## src/rtl/taus_pkg.sv

```systemverilog
`default_nettype none
// +--------------------------------------------------------------------------+
// | taus_pkg                                                                 |
// | Shared types, seed limits and seed sanitising for the tausworthe sched.  |
// | Revision: 1.0                                                            |
// +--------------------------------------------------------------------------+
package taus_pkg;

    typedef enum logic [1:0] {
        S_LOAD  = 2'd0,
        S_WARM  = 2'd1,
        S_RUN   = 2'd2,
        S_DRAIN = 2'd3
    } state_t;

    localparam logic [31:0] c_s1_min = 32'd2;
    localparam logic [31:0] c_s2_min = 32'd8;
    localparam logic [31:0] c_s3_min = 32'd16;

    localparam logic [31:0] c_seed1_dflt = 32'h0000_1234;
    localparam logic [31:0] c_seed2_dflt = 32'h0000_5678;
    localparam logic [31:0] c_seed3_dflt = 32'h0009_ABCD;

    // Components below their minimum would lock the generator; each falls back independently.
    function automatic logic [95:0] sanitise_seed(input logic [95:0] seed,
                                                  input logic [95:0] fallback);
        logic [31:0] s1;
        logic [31:0] s2;
        logic [31:0] s3;
        s1 = (seed[31:0]  < c_s1_min) ? fallback[31:0]  : seed[31:0];
        s2 = (seed[63:32] < c_s2_min) ? fallback[63:32] : seed[63:32];
        s3 = (seed[95:64] < c_s3_min) ? fallback[95:64] : seed[95:64];
        return {s3, s2, s1};
    endfunction

endpackage
`default_nettype wire

```

## src/rtl/taus_rr_arb.sv

```systemverilog
`default_nettype none
// +--------------------------------------------------------------------------+
// | taus_rr_arb                                                              |
// | Rotating-priority arbiter: first eligible index at or above pointer.     |
// | Revision: 1.0                                                            |
// +--------------------------------------------------------------------------+
module taus_rr_arb #(
    parameter int N_REQ = 4,
    parameter int IW    = (N_REQ > 1) ? $clog2(N_REQ) : 1
) (
    input  logic [N_REQ-1:0] eligible,
    input  logic [IW-1:0]    pointer,
    input  logic             enable,
    output logic [N_REQ-1:0] grant,
    output logic [IW-1:0]    index
);

    localparam int IWP = IW + 1;

    logic [IW:0] w_cand;
    logic        w_found;

    always_comb begin
        grant   = '0;
        index   = '0;
        w_found = 1'b0;
        w_cand  = '0;
        for (int k = 0; k < N_REQ; k++) begin
            w_cand = {1'b0, pointer} + IWP'(k);
            if (w_cand >= IWP'(N_REQ)) begin
                w_cand = w_cand - IWP'(N_REQ);
            end
            if (enable && !w_found && eligible[w_cand[IW-1:0]]) begin
                w_found                = 1'b1;
                grant[w_cand[IW-1:0]]  = 1'b1;
                index                  = w_cand[IW-1:0];
            end
        end
    end

endmodule
`default_nettype wire

```

## src/rtl/taus_sched.sv

```systemverilog
`default_nettype none
// +--------------------------------------------------------------------------+
// | taus_sched                                                               |
// | Seeds, warms up and round-robin shares one tausworthe generator.         |
// | Revision: 1.0                                                            |
// +--------------------------------------------------------------------------+
module taus_sched
    import taus_pkg::*;
#(
    parameter int          N_REQ  = 4,
    parameter int          WARMUP = 16,
    parameter logic [31:0] SEED1  = c_seed1_dflt,
    parameter logic [31:0] SEED2  = c_seed2_dflt,
    parameter logic [31:0] SEED3  = c_seed3_dflt
) (
    input  logic              clk,
    input  logic              rst,
    input  logic              seed_wr,
    input  logic [95:0]       seed_in,
    output logic              busy,
    input  logic [N_REQ-1:0]  req,
    output logic [N_REQ-1:0]  ack,
    output logic [31:0]       rnd_out,
    output logic              err_spur,
    output logic              gen_load,
    output logic [95:0]       gen_seed,
    output logic              gen_step,
    input  logic [31:0]       gen_out,
    input  logic              gen_valid
);

    localparam int          IW        = (N_REQ > 1) ? $clog2(N_REQ) : 1;
    localparam logic [IW-1:0] c_last  = IW'(N_REQ - 1);
    localparam logic [7:0]  c_warmup  = 8'(WARMUP);
    localparam logic [95:0] c_dflt    = {SEED3, SEED2, SEED1};

    state_t           r_state;
    logic [7:0]       r_step_cnt;
    logic [7:0]       r_valid_cnt;
    logic             r_pend;
    logic [IW-1:0]    r_owner;
    logic [IW-1:0]    r_ptr;
    logic             r_step_d;
    logic [95:0]      r_seed_pend;
    logic [95:0]      r_gen_seed;
    logic             r_gen_load;
    logic             r_busy;
    logic             r_err;
    logic [N_REQ-1:0] r_ack;
    logic [31:0]      r_rnd;

    logic [N_REQ-1:0] w_own_mask;
    logic [N_REQ-1:0] w_elig;
    logic             w_arb_en;
    logic [N_REQ-1:0] w_grant;
    logic [IW-1:0]    w_idx;
    logic             w_run_step;
    logic             w_warm_step;
    logic             w_ret;
    logic             w_spur;

    always_comb begin
        w_own_mask = '0;
        if (r_pend) begin
            w_own_mask[r_owner] = 1'b1;
        end
    end

    assign w_elig = req & ~w_own_mask;
    // A grant may reuse the generator in the very cycle the previous word returns.
    assign w_arb_en = (r_state == S_RUN) && !rst && !seed_wr && !r_gen_load
                      && (!r_pend || gen_valid);

    taus_rr_arb #(
        .N_REQ (N_REQ),
        .IW    (IW)
    ) u_arb (
        .eligible (w_elig),
        .pointer  (r_ptr),
        .enable   (w_arb_en),
        .grant    (w_grant),
        .index    (w_idx)
    );

    assign w_run_step  = |w_grant;
    assign w_warm_step = (r_state == S_WARM) && !r_gen_load && (r_step_cnt < c_warmup);
    assign w_ret       = gen_valid && r_pend;
    assign w_spur      = gen_valid && !r_step_d;

    assign gen_step = !rst && (w_warm_step || w_run_step);
    assign gen_load = r_gen_load;
    assign gen_seed = r_gen_seed;
    assign busy     = r_busy;
    assign err_spur = r_err;
    assign ack      = r_ack;
    assign rnd_out  = r_rnd;

    always_ff @(posedge clk) begin
        if (rst) begin
            r_state     <= S_LOAD;
            r_step_cnt  <= '0;
            r_valid_cnt <= '0;
            r_pend      <= 1'b0;
            r_owner     <= '0;
            r_ptr       <= '0;
            r_step_d    <= 1'b0;
            r_seed_pend <= c_dflt;
            r_gen_seed  <= c_dflt;
            r_gen_load  <= 1'b0;
            r_busy      <= 1'b1;
            r_err       <= 1'b0;
            r_ack       <= '0;
            r_rnd       <= '0;
        end else begin
            r_step_d   <= gen_step;
            r_ack      <= '0;
            r_gen_load <= 1'b0;

            if (w_spur) begin
                r_err <= 1'b1;
            end

            if (w_ret) begin
                r_ack[r_owner] <= 1'b1;
                r_rnd          <= gen_out;
            end

            if (w_run_step) begin
                r_pend  <= 1'b1;
                r_owner <= w_idx;
                r_ptr   <= (w_idx == c_last) ? '0 : w_idx + 1'b1;
            end else if (w_ret) begin
                r_pend <= 1'b0;
            end

            if (seed_wr) begin
                r_seed_pend <= sanitise_seed(seed_in, c_dflt);
            end

            case (r_state)
                S_LOAD: begin
                    if (!seed_wr) begin
                        r_gen_seed  <= r_seed_pend;
                        r_gen_load  <= 1'b1;
                        r_step_cnt  <= '0;
                        r_valid_cnt <= '0;
                        if (WARMUP == 0) begin
                            r_state <= S_RUN;
                            r_busy  <= 1'b0;
                        end else begin
                            r_state <= S_WARM;
                        end
                    end
                end
                S_WARM: begin
                    if (seed_wr) begin
                        r_state <= S_LOAD;
                    end else begin
                        if (w_warm_step) begin
                            r_step_cnt <= r_step_cnt + 8'd1;
                        end
                        if (gen_valid && r_step_d) begin
                            r_valid_cnt <= r_valid_cnt + 8'd1;
                            if (r_valid_cnt == c_warmup - 8'd1) begin
                                r_state <= S_RUN;
                                r_busy  <= 1'b0;
                            end
                        end
                    end
                end
                S_RUN: begin
                    if (seed_wr) begin
                        r_state <= S_DRAIN;
                        r_busy  <= 1'b1;
                    end
                end
                S_DRAIN: begin
                    if (!r_pend || gen_valid) begin
                        r_state <= S_LOAD;
                    end
                end
                default: r_state <= S_LOAD;
            endcase
        end
    end

endmodule
`default_nettype wire

```

## config.mk

```make
export PLATFORM = sky130hd
export DESIGN_NAME = taus_sched
export DESIGN_NICKNAME = d
export VERILOG_FILES = /design/src/rtl/taus_pkg.sv /design/src/rtl/taus_rr_arb.sv /design/src/rtl/taus_sched.sv
export SDC_FILE = /design/constraint.sdc
export NUM_CORES = 1
export LEC_CHECK = 0
export CORE_MARGIN = 5
export CORE_UTILIZATION = 35
export CTS_BUF_LIST = sky130_fd_sc_hd__clkbuf_8
export DETAILED_ROUTE_END_ITERATION = 8
export SYNTH_ARGS = -nofsm -noshare
export SYNTH_HDL_FRONTEND = slang
export SYNTH_HIERARCHICAL = 1
export SYNTH_SLANG_ARGS = --single-unit
```

## constraint.sdc

```tcl
create_clock -name clk -period 3.9 [get_ports clk]
set_clock_uncertainty 0.05 [all_clocks]
set_input_delay 0.78 -clock clk [delete_from_list [all_inputs] [get_ports clk]]
set_output_delay 0.78 -clock clk [all_outputs]
set_load 0.01 [all_outputs]
```

* Word level (Yosys, flattened, before mapping) *
Cells that the tools add are included.

word-level totals
  input port bits = 136
  logic and storage cells = 168
  bits in registers = 255
  output and inout port bits = 136

cells by class
  add/subtract/negate cells = 10
  $lt $le $gt $ge = 18
  bitwise gates (word level) = 8
  reductions and logical operators = 44
  multiplexer cells = 60
  eq/ne operators = 14

operators with widths
  cell                 number
  $mux 32              3
  $mux 8               5
  $lt 32x2->1 const B  1
  $lt 32x4->1 const B  1
  $lt 32x5->1 const B  1
  $pmux 8 s2           2
  $mux 2               15
  $logic_and 1x1->1    22
  $mux 4               5
  $mux 1               19
  $add 8x1->8 const B  2
  $lt 2x3->1 const B   5
  $or 4x4->4           3
  $demux 1 s2          5
  $ge 2x1->1 const B   5
  $ne 2x2->1 const B   5
  $reduce_and 5->1     2
  $ge 3x3->1 const B   3
  $bmux 1 s2           4
  $eq 8x4->1 const B   1
  $logic_not 1->1      8
  $lt 8x5->1 const B   1
  $pmux 2 s4           1
  $reduce_and 4->1     2
  other kinds (19)     33

* Depth between registers and ports, before layout *
Gate-level depths: netlist (run 1).

  depth after elaboration = 26
  mapped depth = 12
  depth with buffers taken out = 10

* Cells and area by module *
The synthesis (run 1) kept the hierarchy.

modules (own cells, without submodules)
  module       area an instance (um^2)  cells each  seq. area each (um^2)  instances
  taus_sched   9,277.6                  1,077       5,104.9                1
  taus_rr_arb  561.8                    68          0.0                    1

* Worst setup path before layout (run 1) *
No wires, ideal clock.

  path kind = input -> output
  from = in seed_wr
  to = out gen_step
  arrival time = 2.848 ns
  cell stages on the path = 8
  required time = 3.070 ns
  slack = 0.222 ns
  path buffers = 3
  cells stage by stage = clkbuf_1 > buf_2 > buf_2 > nor4_1 > and3_4 > a221o_1 > nor4_4 > a21oi_1

on the way
  word-level cells in the longest chain between the ends = 21
  elaborated cells between the ends (all ways) = 27
  those cells by class = 7 x mux; 3 x bitwise; 17 x reduce/logical

ends and longest elaborated chain
  item                                 RTL line           source
  from (decl)                          taus_sched.sv:18   input logic seed_wr,
  $logic_not 1->1 (*)                  -
  $logic_and 1x1->1 (*) (2 in series)  taus_sched.sv:71   assign w_arb_en = (r_state == S_RUN) && !rst && !seed_wr && !r_gen_load
  $logic_and 1x1->1 (*)                taus_sched.sv:72   && (!r_pend || gen_valid);
  named net w_arb_en                   taus_sched.sv:54   logic w_arb_en;
  $logic_and 1x1->1                    taus_rr_arb.sv:33  if (enable && !w_found && eligible[w_cand[IW-1:0]]) begin
  $mux 1                               taus_rr_arb.sv:33
  $logic_not 1->1                      taus_rr_arb.sv:33
  $logic_and 1x1->1 (2 in series)      taus_rr_arb.sv:33
  [... 4 more ...]                     -
  $mux 1                               taus_rr_arb.sv:33
  $logic_not 1->1                      taus_rr_arb.sv:33
  $logic_and 1x1->1 (2 in series)      taus_rr_arb.sv:33
  $mux 4 (*)                           taus_rr_arb.sv:33
  named net w_grant[1]                 taus_sched.sv:55   logic [N_REQ-1:0] w_grant;
  $reduce_or 4->1 (*)                  taus_sched.sv:85   assign w_run_step = |w_grant;
  $logic_or 1x1->1 (*)                 taus_sched.sv:90   assign gen_step = !rst && (w_warm_step || w_run_step);
  $logic_and 1x1->1 (*)                taus_sched.sv:90
  to (decl)                            taus_sched.sv:27   output logic gen_step,

The timed path passes the listed nets; every way through them passes the cells marked *.

* Final worst setup path (run 1) *
  from = in req[3]
  to = out gen_step

on the way
  word-level cells in the longest chain between the ends = 20
  elaborated cells between the ends (all ways) = 32
  those cells by class = 15 x mux; 4 x bitwise; 13 x reduce/logical

ends and longest elaborated chain
  item                             RTL line           source
  from (decl)                      taus_sched.sv:21   input logic [N_REQ-1:0] req,
  $and 4x4->4 (*)                  taus_sched.sv:69   assign w_elig = req & ~w_own_mask;
  named net w_elig[3]              taus_sched.sv:53   logic [N_REQ-1:0] w_elig;
  $bmux 1 s2                       taus_rr_arb.sv:33
  $mux 1 (not written as such)     taus_rr_arb.sv:33
  $logic_and 1x1->1                taus_rr_arb.sv:33
  $mux 1                           taus_rr_arb.sv:33
  $logic_not 1->1                  taus_rr_arb.sv:33
  $logic_and 1x1->1 (2 in series)  taus_rr_arb.sv:33
  [... 4 more ...]                 -
  $mux 1                           taus_rr_arb.sv:33
  $logic_not 1->1                  taus_rr_arb.sv:33
  $logic_and 1x1->1 (2 in series)  taus_rr_arb.sv:33
  $mux 4 (*)                       taus_rr_arb.sv:33
  named net w_grant[2]             taus_sched.sv:55
  $reduce_or 4->1 (*)              taus_sched.sv:85
  $logic_or 1x1->1 (*)             taus_sched.sv:90
  $logic_and 1x1->1 (*)            taus_sched.sv:90

The timed path passes the listed nets; every way through them passes the cells marked *. The select of a mux whose other input is x is not followed.

==> impl_metrics.toml, run 1 <==
[detailed_routing]
wl_per_cell_um = 16.00
drt_iter0_markers = 454
drt-total-wl_um = 29190
via_per_inst = 4.851
antenna_left = 0
drc = 0
dr.pass1.iters = 4
num_vias = 8853

[clock_tree]
htree_levels = 2
cts_sinks = 255
clk_pin_slew_ps = 60
cts_buffer_depth = 3
cts_inserted_buffers = 45
root_buffer = "clkbuf_8"
cts_tree = "done"
holdBufCountCts = 0
insertion_delay_ps = 540

[power_and_ir_drop]
p_leak_nw = 5.370
p_comb_share_pct = 10.3
p_switching_w = 0.001435
internal_power_w = 0.004422
clkPwrFrac_pct = 42.5
power.density_nw_per_um2 = 420.3
p_sw_share_pct = 24.50
p_seq_share_pct = 47.2
irDropWorstVdd_uv = 272.9

[yosys]
ys_seq_area_share_pct = 51.88
synth_top_area_share_pct = 51.88
synth_top_area_cell = "dfxtp_1"
synth_area_per_cell_um2 = 8.593
async_reset_ff_share_pct = 0
synth_ff_type = "dfxtp_1"
synth_cell_types = 58
netlist_area_um2 = 9839
syn-num-nets = 1291
netlist_top_cells_area = "dfxtp_1, nand2_1, mux2i_1"
synth-seq-cells = 255
yosysWarnings = 6
synthCells = 1145
synth_edf_count = 0

[sta]
finalSetupViolations = 0
rsz0062_at_grt = "no"
maxSlewViolCount = 0
tightest_slew_ps = 967.1
period_needed_ps = 3815
max-slew-margin-rel_pct = 35.53
min_period_over_period_pct = 97.81
hold_slack_ps = 395.0
fmax_ghz = 0.2622
hold_viol_final = 0
setup_tns_ps = 0

[global_route]
grt_pass1_wl_um = 45890
grt_pass1_vias = 8694
antenna_found_initial = 0
overflow = 0
grt_max_degree = 194
grt_use_total_pct = 17.82

[worst_setup_path]
reg2reg_depth = 12
setup.worst_path.class = "in -> out"
crit_path_start_kind = "primary input"
crit_required_ps = 3070
cp_max_fo = 4
crit_path_end_kind = "output pin"
critical_path_arrival_ps = 2980

[die]
die_area_um2 = 31570
fp-row-count = 61
start_util_pct = 35.42
dieWidth_um = 177.7
fp.dieH_um = 177.7
core_um2 = 27780
pin_count = 272

[final_layout]
final_cell_count_no_fill = 1825
final_common_cell = "nand2_1"
nets = 1557
syn_to_final_growth_pct = 41.65
final_area_um2 = 13940
drive_above_1_share_pct = 8.569
final_cell_mix = "nand2_1, clkdlybuf4s50_1, dfxtp_1"
n_antenna_cell = 0

[outcome]
outcome = "finished clean"

[min_path]
min_path_type = "reg -> reg"
hold-path-cell-count = 2

[place]
gp_congestion = 0.7992
placed_cell_area_um2 = 12930
io_buffers = 271
hpwl_um = 19590
dpl.cell_count = 1739

[run]
drv_cap = 0
[Yosys cell counts, drive strengths merged (2+ instances only)]
cell and number:
a21boi 6, a21oi 146, a221o 4, a31oi 2, a41o 5, and2 2, and3 9, and4 5
buf 33, clkbuf 51, dfxtp 255, ha 10, inv 13, mux2 2, mux2i 74, mux4 2
nand2 270, nand2b 2, nand3 28, nand3b 6, nand4 6, nor2 84, nor2b 3, nor3 57
nor4 25, nor4b 2, o21a 2, o21ai 9, o22ai 2, o31a 2, or3 5, or3b 2
or4 3, xnor2 4, xor2 2
[through the flow]
| stage | util, % | power (W) | setup slack [ps] |
|---|---|---|---|
| 2_1_floorplan | - | 0.003094 | 222.3 |
| 3_3_place_gp | 46.55 | 0.003424 | -344.4 |
| 3_5_place_dp | 46.55 | 0.003429 | -368.9 |
| 4_1_cts | 49.98 | 0.005964 | 19.50 |
| 5_1_grt | 50.17 | 0.006139 | 5.430 |
| 6_report | 50.17 | 0.005857 | 85.46 |
[what timing repair did]
action,CTS,global route
gates cloned,0,0
pin swaps,3,6
endpoints found under the setup margin,1,1
buffers inserted,1,2
resized for setup,5,12
[sequential cells by signal (all words and copies together), names as in the netlist, named ones only]
name and count:
r_pend 1, busy 1, gen_seed 96, r_step_d 1, r_valid_cnt 8, rnd_out 32
r_owner 2, ack 4, r_seed_pend 96, r_ptr 2, r_state 1, r_step_cnt 8
err_spur 1, gen_load 1
[worst max-delay path: stages]
cell and delay, ps:
clkdlybuf4s50_1 460, o21a_1 180, nand3b_1 140, a21oi_2 70
o311a_1 410, a221o_1 350, nor4_4 340, a21oi_2 80
buf_2 160
[worst paths after layout]
path / start / to / slack [ps]
worst max-delay path: req[3] / gen_step / 90
worst min-delay path: r_seed_pend[34] / gen_seed[34] / 390
worst max register to register: r_owner[0] / r_owner[0] / 1010
worst min register to register: r_seed_pend[34] / gen_seed[34] / 390
[cell families (layout without fill, tap and decap cells)]
kind of cell / Yosys count / count (layout) / share of synthesized area [%]
AND/OR/NAND/NOR: 512 / 512 / 23.22
flip-flops: 255 / 255 / 51.88
AO/OA/AOI/OAI: 187 / 187 / 10.66
buffers and inverters: 97 / 399 / 4.222
multiplexers: 78 / 78 / 8.215
adder cells (fa/ha/maj): 10 / 10 / 1.272
XOR/XNOR: 6 / 6 / 0.5341
[cell type report]
| type | instances | area, µm² |
|---|---|---|
| clock buffers | 61 | 839.6 |
| clock inverters | 22 | 107.6 |
| fillers | 2677 | 13840 |
| inverters | 13 | 48.80 |
| multi-input cells | 793 | 4353 |
| flip-flops and latches | 255 | 5110 |
| well taps | 378 | 473.0 |
| repair buffers | 303 | 3005 |
[metal layers]
layer,routed length (µm),vias up,global-route usage [%]
li1,-,4452,-
met1,12600,4109,22.67
met2,13430,247,28.47
met3,2530,45,6.540
met4,637,0,5.156
met5,0,-,0
[power groups by stage]
stage	sequential [W]	clock, W	combinational (W)
2_1_floorplan	0.00283	0	0.000263
3_3_place_gp	0.00282	0	0.000604
3_5_place_dp	0.00282	0	0.000607
4_1_cts	0.00277	0.00259	0.000610
5_1_grt	0.00278	0.00270	0.000663
6_report	0.00277	0.00249	0.000604
Note: power is estimated with default switching activity, not from simulation.
==> inputs of run 2 (changes only) <==
Settings changed: CELL_PAD_IN_SITES_DETAIL_PLACEMENT set to 0, CELL_PAD_IN_SITES_GLOBAL_PLACEMENT set to 2, CORE_UTILIZATION 35 to 28, CTS_BUF_LIST sky130_fd_sc_hd__clkbuf_8 to sky130_fd_sc_hd__clkbuf_4 sky130_fd_sc_hd__clkbuf_8 sky130_fd_sc_hd__clkbuf_16, PLACE_DENSITY_LB_ADDON set to 0.1.
==> impl_metrics.toml, run 2 (synthesis results as in run 1) <==
[detailed_routing]
dr.pass1.iters = 4
drt-total-wl_um = 31710
antenna_left = 0
drt_iter0_markers = 299
wl_per_cell_um = 16.87
via_per_inst = 4.654
drc = 0
num_vias = 8750

[sta]
rsz0062_at_grt = "yes"
maxSlewViolCount = 0
period_needed_ps = 3794
tightest_slew_ps = 1042
min_period_over_period_pct = 97.29
fmax_ghz = 0.2635
hold_viol_final = 0
max-slew-margin-rel_pct = 30.53
finalSetupViolations = 0

[global_route]
antenna_found_initial = 5
grt_max_degree = 82
grt_pass1_vias = 8762
grt_pass1_wl_um = 49490
overflow = 0
grt_use_total_pct = 15.51

[die]
fp-row-count = 68
start_util_pct = 28.41
pin_count = 272
fp.dieH_um = 197.5
die_area_um2 = 38990
dieWidth_um = 197.5
core_um2 = 34630

[worst_setup_path]
crit_path_start_kind = "flip-flop"
crit_buf_inv = 3
critical_path.top_delay_family = "compound AO/OA/AOI/OAI gates"
crit_chain = "inv_2 > o31a_1 > mux4_2 > buf_6 > nand2_1 > a21boi_1 > a221o_1 > nor4_4 > a21oi_2 > buf_4"
cp_max_fo = 4
critical_path_arrival_ps = 2960
crit_path_end_kind = "output pin"
setup.worst_path.class = "reg -> out"
cpMaxStageDelayCell = "mux4_2"
critPathMaxStageDelay_ps = 530
crit_required_ps = 3070

[clock_tree]
root_buffer = "clkbuf_16"
cts_sinks = 255
clk_pin_slew_ps = 60
cts_buffer_depth = 3
cts_inserted_buffers = 31
cts_tree = "done"
htree_levels = 1
insertion_delay_ps = 550

[final_layout]
final_common_cell = "nand2_1"
nets = 1547
syn_to_final_growth_pct = 44.71
drive_above_1_share_pct = 8.140
fillers = 3537
n_antenna_cell = 0
multi_input_area_um2 = 4352
final_cell_mix = "nand2_1, clkdlybuf4s50_1, dfxtp_1"
final_util_pct = 41.12
final_area_um2 = 14240
seq_area_um2 = 5111

[min_path]
min_path_type = "reg -> reg"

[power_and_ir_drop]
p_leak_nw = 5.422
irDropWorstVdd_uv = 328.6
power.density_nw_per_um2 = 455.1

[place]
hpwl_um = 21130
gp_congestion = 0.7636
io_buffers = 271
placed_cell_area_um2 = 13050

[run]
drv_cap = 0

[outcome]
outcome = "finished clean"
-- run 2: repair_timing --
| item | in CTS | in global routing |
|---|---|---|
| pin swaps | 6 | 5 |
| endpoints found under the setup margin | 1 | 1 |
| setup buffers | 1 | 2 |
| hold buffers | 0 | 0 |
| resized for setup | 11 | 10 |
-- run 2: path summary, 6_finish.rpt --
kind                   startpoint      endpoint  slack [ps]  depth (start not counted)
setup reg to reg       r_owner[0]    r_owner[1]        1090                         11
hold reg to reg   r_seed_pend[13]  gen_seed[13]         390                          2
setup / recovery       r_owner[0]      gen_step         110                         10
hold / removal    r_seed_pend[13]  gen_seed[13]         390                          2
-- run 2: through the flow --
step	TNS, ps	std cells	hold WS [ps]	power, W	setup slack (ps)
global placement	-440.3	1820	390.0	0.003440	-440.3
global route	-29.74	1880	414.0	0.006787	-29.74
detailed placement	-439.6	1820	391.4	0.003441	-439.6
floorplan	0	1145	377.4	0.003094	222.3
finish	0	1880	393.9	0.006480	105.6
CTS	0	1878	400.9	0.006610	7.978
-- run 2: cell type report --
class / count / area share (%)
repair buffers: 307 / 21.29
multi-input cells: 793 / 30.56
clock buffers: 45 / 6.582
flip-flops and latches: 255 / 35.90
inverters: 13 / 0.3427
clock inverters: 12 / 1.327
well taps: 455 / 3.998
-- run 2: worst reg2reg max path: cells and delay by family (launching register included) --
kind            cells  cell delay, ps
mux                 2             730
simple gates        3             410
flops               1             360
buf+inv             3             420
compound gates      3             690
-- run 2: where the power goes --
group / switching [W] / internal (W)
clock: 0.00112 / 0.00198
sequential: 0.0000559 / 0.00271
combinational: 0.000300 / 0.000310
-- run 2: layer usage --
metal | vias to the layer above | part of all wire (%) | global-route usage [%] | wire length [µm]
li1 | 4433 | - | - | -
met3 | 48 | 7.5 | 5.032 | 2371
met1 | 4044 | 46 | 20.87 | 14510
met4 | 10 | 2.2 | 3.467 | 693
met5 | - | 0.20 | 0 | 65
met2 | 215 | 44 | 24.39 | 14070
